`src/rtl/opdma_pkg.sv`:
```
// Shared definitions for the operand DMA sequencer: register map, CTRL/STATUS
// bit positions, FSM states and the master-port request payload.
package opdma_pkg;

    localparam int unsigned AW    = 32;
    localparam int unsigned DW    = 32;
    localparam int unsigned SW    = 4;
    localparam int unsigned IDX_W = 3;

    localparam logic [3:0] REG_CTRL   = 4'h0;
    localparam logic [3:0] REG_SRC    = 4'h4;
    localparam logic [3:0] REG_DST    = 4'h8;
    localparam logic [3:0] REG_STATUS = 4'hC;

    localparam int unsigned CTRL_START   = 0;
    localparam int unsigned CTRL_CLEAR   = 1;
    localparam int unsigned STAT_BUSY    = 0;
    localparam int unsigned STAT_DONE    = 1;
    localparam int unsigned STAT_IDX_LSB = 4;

    localparam logic [AW-1:0] WORD_MASK = 32'hFFFF_FFFC;

    typedef enum logic [2:0] {
        ST_IDLE,
        ST_RD_OP,
        ST_WR_OP,
        ST_RD_LO,
        ST_RD_HI,
        ST_WR_LO,
        ST_WR_HI,
        ST_GAP
    } state_t;

    typedef struct packed {
        logic [AW-1:0] addr;
        logic [DW-1:0] wdata;
        logic [SW-1:0] wstrb;
    } bus_req_t;

    // Byte-lane merge of a slave write into an existing register value.
    function automatic logic [DW-1:0] strb_merge(input logic [DW-1:0] old,
                                                 input logic [DW-1:0] wd,
                                                 input logic [SW-1:0] strb);
        strb_merge = old;
        for (int b = 0; b < SW; b++) begin
            if (strb[b]) strb_merge[b*8 +: 8] = wd[b*8 +: 8];
        end
    endfunction

endpackage

```
`src/rtl/opdma_regs.sv`:
```
// Slave-side register window of the operand DMA: address decode, SRC/DST
// registers, STATUS readback and CTRL start/clear pulses to the sequencer.
module opdma_regs
    import opdma_pkg::*;
#(
    parameter logic [AW-1:0] ADDR_BASE = 32'h0100_5000
) (
    input  logic             clk,
    input  logic             resetn,
    input  logic             s_valid,
    output logic             s_ready,
    input  logic [AW-1:0]    s_addr,
    input  logic [DW-1:0]    s_wdata,
    input  logic [SW-1:0]    s_wstrb,
    output logic [DW-1:0]    s_rdata,
    input  logic             busy,
    input  logic             done,
    input  logic [IDX_W-1:0] idx,
    output logic [AW-1:0]    src,
    output logic [AW-1:0]    dst,
    output logic             start_c,
    output logic             clear_c
);

    logic          in_win_c;
    logic          acc_c;
    logic          wr_c;
    logic [3:0]    off_c;
    logic [DW-1:0] rd_mux_c;

    assign off_c    = s_addr[3:0];
    assign in_win_c = (s_addr[AW-1:4] == ADDR_BASE[AW-1:4]);
    // One access per request: fires on the edge that raises s_ready.
    assign acc_c    = s_valid && in_win_c && !s_ready;
    assign wr_c     = acc_c && (s_wstrb != '0);
    assign start_c  = wr_c && (off_c == REG_CTRL) && s_wstrb[0] && s_wdata[CTRL_START];
    assign clear_c  = wr_c && (off_c == REG_CTRL) && s_wstrb[0] && s_wdata[CTRL_CLEAR];

    always_comb begin
        rd_mux_c = '0;
        case (off_c)
            REG_SRC:    rd_mux_c = src;
            REG_DST:    rd_mux_c = dst;
            REG_STATUS: begin
                rd_mux_c[STAT_BUSY]               = busy;
                rd_mux_c[STAT_DONE]               = done;
                rd_mux_c[STAT_IDX_LSB +: IDX_W]   = idx;
            end
            default:    rd_mux_c = '0;
        endcase
    end

    always_ff @(posedge clk or negedge resetn) begin
        if (!resetn) begin
            s_ready <= 1'b0;
            s_rdata <= '0;
            src     <= '0;
            dst     <= '0;
        end else begin
            s_ready <= s_valid && in_win_c;
            if (acc_c) s_rdata <= wr_c ? '0 : rd_mux_c;
            // Address registers are frozen while a transfer is running.
            if (wr_c && !busy) begin
                if (off_c == REG_SRC) src <= strb_merge(src, s_wdata, s_wstrb) & WORD_MASK;
                if (off_c == REG_DST) dst <= strb_merge(dst, s_wdata, s_wstrb) & WORD_MASK;
            end
        end
    end

endmodule

```
`src/rtl/operand_dma.sv`:
```
// Operand DMA: fetches N operands, feeds the product accelerator and stores
// the 64-bit result. Optional irq output under `define OPDMA_IRQ_EN.
module operand_dma
    import opdma_pkg::*;
#(
    parameter logic [AW-1:0] ADDR_BASE = 32'h0100_5000,
    parameter logic [AW-1:0] ACC_WRITE = 32'h0100_3000,
    parameter logic [AW-1:0] ACC_READ  = 32'h0100_4000,
    parameter int unsigned   N         = 3
) (
    input  logic          clk,
    input  logic          resetn,
    input  logic          s_valid,
    output logic          s_ready,
    input  logic [AW-1:0] s_addr,
    input  logic [DW-1:0] s_wdata,
    input  logic [SW-1:0] s_wstrb,
    output logic [DW-1:0] s_rdata,
    output logic          m_valid,
    input  logic          m_ready,
    output logic [AW-1:0] m_addr,
    output logic [DW-1:0] m_wdata,
    output logic [SW-1:0] m_wstrb,
    input  logic [DW-1:0] m_rdata
`ifdef OPDMA_IRQ_EN
    ,
    output logic          irq
`endif
);

    localparam logic [IDX_W-1:0] IDX_LAST = IDX_W'(N - 1);

    state_t           state, state_d, after_gap, after_gap_d;
    logic [IDX_W-1:0] idx, idx_d;
    logic [DW-1:0]    op, op_d, res_lo, res_lo_d, res_hi, res_hi_d;
    logic             done, done_d;
    logic             m_valid_d;
    bus_req_t         req, req_d;
    logic [AW-1:0]    src, dst;
    logic             busy_c, start_c, clear_c, xfer_c;

    assign busy_c  = (state != ST_IDLE);
    assign xfer_c  = m_valid && m_ready;
    assign m_addr  = req.addr;
    assign m_wdata = req.wdata;
    assign m_wstrb = req.wstrb;

    opdma_regs #(.ADDR_BASE(ADDR_BASE)) u_regs (
        .clk     (clk),
        .resetn  (resetn),
        .s_valid (s_valid),
        .s_ready (s_ready),
        .s_addr  (s_addr),
        .s_wdata (s_wdata),
        .s_wstrb (s_wstrb),
        .s_rdata (s_rdata),
        .busy    (busy_c),
        .done    (done),
        .idx     (idx),
        .src     (src),
        .dst     (dst),
        .start_c (start_c),
        .clear_c (clear_c)
    );

    // Master request issued on entry to a bus state.
    function automatic bus_req_t build_req(input state_t st, input logic [IDX_W-1:0] i,
                                           input logic [AW-1:0] s, input logic [AW-1:0] d,
                                           input logic [DW-1:0] o, input logic [DW-1:0] lo,
                                           input logic [DW-1:0] hi);
        logic [AW-1:0] off;
        off       = AW'({i, 2'b00});
        build_req = '0;
        case (st)
            ST_RD_OP: build_req.addr = s + off;
            ST_WR_OP: begin
                build_req.addr  = ACC_WRITE + off;
                build_req.wdata = o;
                build_req.wstrb = '1;
            end
            ST_RD_LO: build_req.addr = ACC_READ;
            ST_RD_HI: build_req.addr = ACC_READ + AW'(4);
            ST_WR_LO: begin
                build_req.addr  = d;
                build_req.wdata = lo;
                build_req.wstrb = '1;
            end
            ST_WR_HI: begin
                build_req.addr  = d + AW'(4);
                build_req.wdata = hi;
                build_req.wstrb = '1;
            end
            default:  build_req = '0;
        endcase
    endfunction

    always_ff @(posedge clk or negedge resetn) begin
        if (!resetn) begin
            state     <= ST_IDLE;
            after_gap <= ST_IDLE;
            idx       <= '0;
            op        <= '0;
            res_lo    <= '0;
            res_hi    <= '0;
            done      <= 1'b0;
            m_valid   <= 1'b0;
            req       <= '0;
        end else begin
            state     <= state_d;
            after_gap <= after_gap_d;
            idx       <= idx_d;
            op        <= op_d;
            res_lo    <= res_lo_d;
            res_hi    <= res_hi_d;
            done      <= done_d;
            m_valid   <= m_valid_d;
            req       <= req_d;
        end
    end

    always_comb begin
        state_d     = state;
        after_gap_d = after_gap;
        idx_d       = idx;
        op_d        = op;
        res_lo_d    = res_lo;
        res_hi_d    = res_hi;
        done_d      = done;
        m_valid_d   = m_valid;
        req_d       = req;
        if (clear_c) done_d = 1'b0;
        case (state)
            ST_IDLE: begin
                if (start_c) begin
                    done_d    = 1'b0;
                    idx_d     = '0;
                    state_d   = ST_RD_OP;
                    m_valid_d = 1'b1;
                    req_d     = build_req(ST_RD_OP, '0, src, dst, op, res_lo, res_hi);
                end
            end
            ST_GAP: begin
                if (after_gap == ST_IDLE) begin
                    done_d  = 1'b1;
                    idx_d   = '0;
                    state_d = ST_IDLE;
                end else begin
                    state_d   = after_gap;
                    m_valid_d = 1'b1;
                    req_d     = build_req(after_gap, idx, src, dst, op, res_lo, res_hi);
                end
            end
            default: begin
                // Bus state: hold the request until accepted, then drop valid for a gap.
                if (xfer_c) begin
                    state_d   = ST_GAP;
                    m_valid_d = 1'b0;
                    case (state)
                        ST_RD_OP: begin
                            op_d        = m_rdata;
                            after_gap_d = ST_WR_OP;
                        end
                        ST_WR_OP: begin
                            if (idx == IDX_LAST) begin
                                after_gap_d = ST_RD_LO;
                            end else begin
                                idx_d       = IDX_W'(idx + 1'b1);
                                after_gap_d = ST_RD_OP;
                            end
                        end
                        ST_RD_LO: begin
                            res_lo_d    = m_rdata;
                            after_gap_d = ST_RD_HI;
                        end
                        ST_RD_HI: begin
                            res_hi_d    = m_rdata;
                            after_gap_d = ST_WR_LO;
                        end
                        ST_WR_LO: after_gap_d = ST_WR_HI;
                        default:  after_gap_d = ST_IDLE;
                    endcase
                end
            end
        endcase
    end

`ifdef OPDMA_IRQ_EN
    // irq mirrors the done flag edge-for-edge.
    always_ff @(posedge clk or negedge resetn) begin
        if (!resetn) irq <= 1'b0;
        else         irq <= done_d;
    end
`endif

endmodule
```
`config.mk`:
```
export PLATFORM = sky130hd
export DESIGN_NAME = operand_dma
export DESIGN_NICKNAME = d
export VERILOG_FILES = /design/src/rtl/opdma_pkg.sv /design/src/rtl/opdma_regs.sv /design/src/rtl/operand_dma.sv
export SDC_FILE = /design/constraint.sdc
export NUM_CORES = 1
export LEC_CHECK = 0
export CORE_ASPECT_RATIO = 1.75
export CORE_UTILIZATION = 45
export DETAILED_ROUTE_END_ITERATION = 10
export PLACE_DENSITY = 0.77
export SLEW_MARGIN = 20
export SYNTH_ARGS = -nofsm -noshare
export SYNTH_HDL_FRONTEND = slang
export SYNTH_SLANG_ARGS = --single-unit
```
`constraint.sdc`:
```
create_clock -name clk -period 3.4 [get_ports clk]
set_input_delay 0.34 -clock clk [delete_from_list [all_inputs] [get_ports clk]]
set_output_delay 0.34 -clock clk [all_outputs]
set_load 0.02 [all_outputs]
```
After elaboration in Yosys (flattened, before gate mapping)
Cells that the tools add are included.
Storage, ports and cells
  register bits: 268
  bits in latches: 0
  memory bits (writable): 0
  ROM bits: 0
  output and inout port bits: 102
  word-level logic and storage cells: 113
  memories: 0
Cells by class
  add/sub/neg operators: 4
  multiply operators: 0
  divide/modulo/power cells: 0
  order comparisons: 0
  equal/unequal tests: 21
  shift-type cells: 0
  multiplexer cells: 30
  bitwise gates (word level): 1
  reductions and logical operators: 36
Operators with widths (number)
  $pmux 32 s6: 1
  $mux 68: 2
  $pmux 68 s2: 1
  $pmux 36 s3: 1
  $pmux 25 s2: 1
  $reduce_and 3->1: 13
  $add 32x3->32 const B: 1
  $add 32x5->32: 1
  $mux 32: 1
  $eq 28x21->1 const B: 1
  $add 25x5->26 const A: 1
  $mux 3: 8
  $eq 3x3->1 const B: 6
  $eq 3x2->1 const B: 5
  $pmux 3 s5: 1
  $pmux 3 s2: 2
  $logic_and 1x1->1: 9
  $pmux 3 s3: 1
  $reduce_bool 3->1: 3
  $eq 4x4->1 const B: 2
  $eq 3x1->1 const B: 2
  $logic_not 3->1: 2
  $mux 1: 6
  $ne 2x2->1 const B: 3
  14 further kinds: 18

Longest topological paths before layout
Gate-level depths: netlist of run 1.
  depth after elaboration: 10
  depth in mapped cells: 9
  gate-level depth less buffers: 8

Cells and area by module
A second synthesis of run 1 with hierarchy kept.
Unflattened totals
  cell total of the unflattened synthesis: 1287
  area total of the unflattened synthesis: 13913.3 um2
Modules (own cells, without submodules)
  operand_dma: instances 1, cells an instance 980, area an instance 9576.7 um2
  opdma_regs: instances 1, cells an instance 307, area an instance 4336.7 um2

Least setup slack after synthesis of run 1
Ideal clock, no wire load.
  path kind: in2reg
  start: input s_addr[4]
  end: register req, in the netlist m_addr[19]
  setup time: 0.136 ns
  arrival: 2.563 ns
  path slack: 0.701 ns
  stages: 8
  path buffers: 2
  cell sequence: or4_1 -> or3_1 -> or4_1 -> buf_2 -> o32ai_4 -> buf_6 -> mux2i_1 -> o21ai_0
Between the ends
  longest elaborated chain between the ends: 9
Ends and longest elaborated chain
  from (decl): line operand_dma.sv:15  | input logic [AW-1:0] s_addr,
  $eq 28x21->1: line opdma_regs.sv:32  | assign in_win_c = (s_addr[AW-1:4] == ADDR_BASE[AW-1:4]);
  $logic_and 1x1->1 (2 in a row): line opdma_regs.sv:34  | assign acc_c = s_valid && in_win_c && !s_ready;
  $logic_and 1x1->1: line opdma_regs.sv:35  | assign wr_c = acc_c && (s_wstrb != '0);
  $logic_and 1x1->1 (3 in a row): line opdma_regs.sv:36  | assign start_c = wr_c && (off_c == REG_CTRL) && s_wstrb[0] && s_wdata[CTRL_START];
  $ne 2x2->1 (no source line)
  $reduce_and 3->1 (no source line)
  to (signal assigned): line operand_dma.sv:117  | req <= req_d;
  to (decl): line operand_dma.sv:38  | bus_req_t req, req_d;
Every way passes these cells.
A chain may end at the register's enable or synchronous reset.

Worst setup path in the final report of run 1
  start: register u_regs.src[2]
  end: register req, in the netlist m_addr[20]
Between the ends
  longest elaborated chain between the ends: 4
Ends and longest elaborated chain
  from (decl): line opdma_regs.sv:19  | output logic [AW-1:0] src,
  from (signal assigned): line opdma_regs.sv:64  | if (off_c == REG_SRC) src <= strb_merge(src, s_wdata, s_wstrb) & WORD_MASK;
  $add 32x5->32: line operand_dma.sv:75  | ST_RD_OP: build_req.addr = s + off;
  $pmux 32 s6: line operand_dma.sv:74  | case (st)
  $mux 68: line operand_dma.sv:143  | if (after_gap == ST_IDLE) begin
  $pmux 68 s2: line operand_dma.sv:132  | case (state)
Every way passes these cells. The select of a mux whose other input is x is not followed.

==> results of run 1 <==
## what timing repair did
item | in CTS | in global routing
hold endpoints to repair | 80 | 0
hold buffers | 1 | 0
endpoints found under the setup margin | 0 | 0
## through the flow
stage | power [W] | std cells | hold slack (ns)
after floorplan | 0.00388 | 1251 | 0.0444
after CTS | 0.00717 | 1828 | 0.378
final | 0.00711 | 1828 | 0.344
after detailed placement | 0.00418 | 1777 | 0.380
after global routing | 0.00738 | 1828 | 0.424
after global placement | 0.00414 | 1777 | 0.368
## power by group
group,switching (W),internal (W),total (W)
Clock,0.00127,0.00171,0.00298
Sequential,0.000118,0.00337,0.00349
Combinational,0.000266,0.000371,0.000637
Total,0.00166,0.00545,0.00711
## state kept, by name, summed over array words and instances, names as in the netlist, 3 cells and up
register / flops
after_gap: 3
idx: 3
m_addr: 30
m_wdata: 32
op: 32
res_hi: 32
res_lo: 32
state: 3
u_regs.dst: 30
u_regs.s_rdata: 32
u_regs.src: 30
## final cells by class
cell class | count | share of cell area
inverters | 10 | 0.00226
multi-input cells | 881 | 0.374
flip-flops and latches | 263 | 0.396
clock buffers | 39 | 0.0458
well taps | 378 | 0.0285
clock inverters | 11 | 0.00723
repair buffers | 246 | 0.145
## critical path: stages (launching register included)
cell,delay [ns]
dfrtp_1,0.42
ha_1,0.26
fa_1,0.41
a21oi_1,0.59
nor3_1,0.30
nand4_1,0.20
xnor2_1,0.11
a2111oi_4,0.37
a211oi_2,0.07
## metal layers
metal | part of all wire | vias to the layer above | GRT usage | wire length, um
met5 | 0 | - | 0 | 0
met4 | 0.060 | 0 | 0.159 | 2380
met3 | 0.067 | 149 | 0.0488 | 2650
met2 | 0.52 | 496 | 0.483 | 20900
met1 | 0.35 | 5438 | 0.284 | 14000
li1 | - | 4971 | - | -
## kinds of logic (layout without fill, tap and decap cells)
| group | Yosys count | in the layout | synth area share |
|---|---|---|---|
| AND/OR/NAND/NOR | 354 | 354 | 0.129 |
| AO/OA/AOI/OAI | 298 | 298 | 0.151 |
| adder cells (fa/ha/maj) | 7 | 7 | 0.00719 |
| other | 1 | 2 | 0.000283 |
| buffers and inverters | 107 | 306 | 0.0358 |
| multiplexers | 196 | 196 | 0.163 |
| XOR/XNOR | 24 | 24 | 0.0159 |
| flip-flops | 263 | 263 | 0.497 |
## cell usage in the layout (no fill, tap or decap), types with 9 or more instances in the layout
cell / instances
clkbuf_16: 27
nor2_1: 85
a221oi_1: 10
inv_1: 9
clkdlybuf4s50_1: 202
nor4_1: 14
a22oi_1: 29
nand2_1: 116
and3_1: 14
or4_1: 11
and2_1: 10
dfrtp_1: 262
buf_4: 38
nor3_1: 14
mux2i_1: 37
o21ai_0: 71
o31ai_1: 38
nand4_1: 21
nand3_1: 34
mux2_2: 159
a31oi_1: 18
a21oi_1: 69
xnor2_1: 17
## final timing paths
kind	from	to	slack, ns	cells after the start
setup reg to reg	u_regs.src[2]$_DFFE_PN0P_	m_addr[20]$_DFFE_PN0P_	0.55	8
hold reg to reg	u_regs.s_rdata[4]$_DFFE_PN0P_	u_regs.s_rdata[4]$_DFFE_PN0P_	0.47	2
setup / recovery	u_regs.src[2]$_DFFE_PN0P_	m_addr[20]$_DFFE_PN0P_	0.55	8
max in group asynchronous	resetn	m_addr[27]$_DFFE_PN0P_	2.01	3
min in group clk	s_wdata[30]	u_regs.dst[30]$_DFFE_PN0P_	0.42	2
hold / removal	resetn	res_lo[2]$_DFFE_PN0P_	0.34	2
==> results.md, run 1 <==
* Final setup viols at 0
* Gr usage total at 0.266
* Synth top area share at 0.497
* Synth warn at 0
* Number of flops mapped to enable cells by yosys at 0
* Final Instance Area at approximately 17000 um2
* DP Wirelength at 27700 um
* Register area at 6580 um2
* Count leader, synth: dfrtp_1
* Footprint of the multi-input gates at between 6000 and 7000 um2
* Detail Route Antenna Nets at 0
* Site Rows at 82
* Seq/Total Area, Yosys at 0.497
* Die Y at about 230 um
* Leakage at about 7.4 nW
* CTS root buf: clkbuf_16
* H-Tree Level Count at 1
* Number of clock sinks at between 200 and 300
* Clock Latency Late Sink at 0.56 ns
* Top cells by area, synth: dfrtp_1 (50%), mux2_2 (14%), nand2_1 (3.3%)
* Tcrit/Tclk final at 0.838
* Largest net degree at the start of global routing at 101
* Vias in the first global route at 11400
* Fmax at between 300 and 400 MHz
* Worst Max-Slew Pin Slew at around 0.94 ns
* TritonCTS clock tree: built
* RSZ-0062 raised after global routing: no
* CTS resizes at 0
* Initial antenna violation count at 0
* Mapped Avg Cell Area at 10.6 um2
* Total CTS buffers at 27
* Final Core Density at 0.578
* Critical Path RT at around 3.8 ns
* Via density per instance at just over 6
* CP arrival at 3.29 ns
* Clk slew on worst S/H paths at approximately 0.070 ns
* Final Skew at about 0.013 ns
* Mapped cell area at ~13000 um2
* Worst hold path class: input pin to async pin
* Die ar. at 30100 um2
* Post-CTS setup buffers at 0
* Max-slew headroom at 0.366
* Final WS setup at 0.552 ns
* Fill cell count at approximately 2400
* Setup crit end kind: register
* Synth-to-Final Area Change at 25.5%
* Setup TNS at 0 ns
* Port bufs at a little over 200
* Top Ports at slightly above 200
* Post-place setup slack at roughly 0.0094 ns
* Most used flip-flop cell after synthesis: dfrtp_1
* Number of synthesized register bits at between 200 and 300
* PwrDens at 428 nW/um2
* Outcome: completed
* DRT Wirelength at 39900 um
* Fin nets at between 1500 and 2000
* Yosys cell types at 70
* Gate Count Post-Synth at 1250
* CP Max Fanout at 6
* Peak supply drop at 0.000486 V
* Grt total ovfl at 0
* Cell taking the most area after synthesis: dfrtp_1
* Max Cap Viol at 0
* Fraction of layout cells with a size suffix above 1 at 0.182
* Share of flip-flops with an asynchronous set or reset at 1.00
* Hold Vio Cnt, Final at 0
* Crit path kind: register to register
* Initial Util at 0.460
* CTS max path bufs at 3
* Drt drc at 0
* Post-synth top cells: dfrtp_1 (263), mux2_2 (159), nand2_1 (116)
* Final Slew Violations at 0
* Fin crit period at between 2 and 3 ns
* WL/cell at 21.8 um
* Placed cell area at between 15000 and 20000 um2
* Die Wd at 132 um
* Setup crit start kind: register
* Drt first pass iters at 5
* Initial DRC count at 740
* Final GP Congestion at 0.940
* Diodes inserted at 0
* First-pass GRT wire length at between 60000 and 70000 um
* Vias at roughly 11000
* Core box area at approximately 29000 um2
Note: power is estimated with default switching activity, not from simulation.
==> run 2, diff against run 1 <==
Settings changed: PLACE_DENSITY 0.77 to 0.79.
Clock period 3.4 ns to 2.6 ns, I/O delays scaled along.
==> results.md, run 2 (same netlist as run 1, synthesis figures left out) <==
* Initial Util at 0.460
* Drt first pass iters at 5
* Synth-to-Final Area Change at 31.6%
* Worst Max-Slew Pin Slew at around 0.66 ns
* Vias at roughly 11000
* Peak supply drop at roughly 0.00056 V
* Core box area at 28700 um2
* Final Skew at about 0.012 ns
* CP arrival at ~3.0 ns
* Top Ports at between 200 and 250
* Final Slew Violations at 0
* Worst hold path class: input pin to register
* Most numerous cell on the critical path: a21oi_1
* Sw Share at 0.227
* Fin crit period at ~2.5 ns
* CP Max Fanout at 6
* Max-slew headroom at 0.562
* Most frequent cells in the layout: dfrtp_1 (261), clkdlybuf4s50_1 (198), mux2_2 (159)
* Leakage at a little under 8 nW
* Crit path kind: register to register
* Int Power at roughly 0.0073 W
* PwrDens at 540 nW/um2
* Crit-path cells: ha_2, fa_2, a21oi_1, buf_4, or3_4, buf_6, or4_4, a21oi_2, o31ai_1, a21oi_1
* Fraction of layout cells with a size suffix above 1 at 0.231
* RSZ-0062 raised after global routing: no
* Initial antenna violation count at 1
* Total CTS buffers at 26
* Fill cell count at 2410
* Clk slew on worst S/H paths at ~0.06 ns
* Final setup viols at 0
* First-pass GRT wire length at 64900 um
* Fmax at 393 MHz
* Number of clock sinks at between 200 and 300
* Outcome: completed
* Max Cap Viol at 0
* TritonCTS clock tree: built
* Tcrit/Tclk final at 0.979
* Setup crit start kind: register
* Power share of the sequential group at 0.485
* FF-to-FF Start: u_regs.src[2]$_DFFE_PN0P_
* Logic pwr share at 0.090
* Gr usage total at 0.276
* Psw at 0.00213 W
* Vias in the first global route at 11700
* Clock Latency Late Sink at between 0.5 and 0.6 ns
* Final Core Density at 0.606
* Die Y at ~230 um
* Clock power share at 0.425
* Hold Vio Cnt, Final at 0
* Worst setup path startpoint: u_regs.src[2]$_DFFE_PN0P_
* Final GP Congestion at ~0.96
* Setup crit end kind: register
* Port bufs at between 200 and 250
* Fin nets at 1613
* Hold WS at between 0.1 and 0.15 ns
* Largest net degree at the start of global routing at 88
* H-Tree Level Count at 1
* Site Rows at between 80 and 90
* CTS root buf: clkbuf_16
* CTS max path bufs at 3
* DP Wirelength at a little under 30000 um
* DRT Wirelength at ~42000 um
* Die Wd at 132 um
* Critical Path RT at a little over 3 ns
* Slowest stage cell, crit path: or4_4
* WL/cell at ~22 um
* Die ar. at about 30000 um2
* Drt drc at 0
* Initial DRC count at roughly 860
* Detail Route Antenna Nets at 0
* Grt total ovfl at 0
* Footprint of the multi-input gates at between 6000 and 7000 um2
* Via density per instance at between 5 and 6
* Hold Startpoint: s_addr[9]
* Register area at 6580 um2
* Diodes inserted at 0
* Commonest non-fill, non-tap cell in the layout: dfrtp_1
* Max incr delay on CP at about 0.5 ns
## run 2: power groups by stage
| stage | clock network [W] | logic [W] | registers (W) |
|---|---|---|---|
| finish | 0.00399 | 0.000847 | 0.00456 |
| global route | 0.00422 | 0.000938 | 0.00460 |
| CTS | 0.00407 | 0.000857 | 0.00456 |
| detailed placement | 0 | 0.000850 | 0.00464 |
| global placement | 0 | 0.000821 | 0.00461 |
| floorplan | 0 | 0.000488 | 0.00459 |
## run 2: layout make-up
type | count | share of cell area
inverters | 10 | 0.00216
multi-input cells | 881 | 0.360
well taps | 378 | 0.0272
flip-flops and latches | 263 | 0.378
repair buffers | 320 | 0.180
clock buffers | 37 | 0.0444
clock inverters | 10 | 0.00791
## run 2: critical path: cells and delay by family, from the launching register on
family,cells,cell delay [ns]
simple gates,2,0.91
fa+ha+maj,2,0.43
compound gates,4,0.42
flops,1,0.40
buf+inv,2,0.30
## run 2: repair_timing
action,4_1_cts,5_1_grt
resized for setup,3,23
buffers inserted,0,3
endpoints found under the hold margin,263,0
pin swaps,0,9
endpoints found under the setup margin,53,42
gates cloned,0,3
hold buffers,1,0
## run 2: through the flow
stage,std cells,setup WS (ns),power [W],instance area [um2],setup TNS [ns]
CTS,1893,0.0189,0.00948,17200,0
finish,1899,0.0553,0.00940,17400,0
detailed placement,1845,-0.703,0.00549,16300,-63.13
global placement,1845,-0.610,0.00543,16300,-59.06
global route,1899,0.00345,0.00975,17400,0
floorplan,1251,0.0116,0.00507,13200,0
## run 2: path summary, 6_finish.rpt
path                                                       end  slack, ns  depth (start not counted)
min in group asynchronous               res_hi[26]$_DFFE_PN0P_       0.15                          2
worst min register to register  u_regs.s_rdata[25]$_DFFE_PN0P_       0.48                          2
max in group asynchronous           u_regs.src[25]$_DFFE_PN0P_       1.71                          3
worst min-delay path                  u_regs.s_ready$_DFF_PN0_       0.11                          4
worst max-delay path                    m_addr[28]$_DFFE_PN0P_       0.06                         10
worst max register to register          m_addr[28]$_DFFE_PN0P_       0.06                         10
## run 2: layer usage
layer,GRT usage,share of wire
met5,0,0.00031
met4,0.185,0.070
met3,0.0386,0.055
met2,0.502,0.53
met1,0.293,0.35
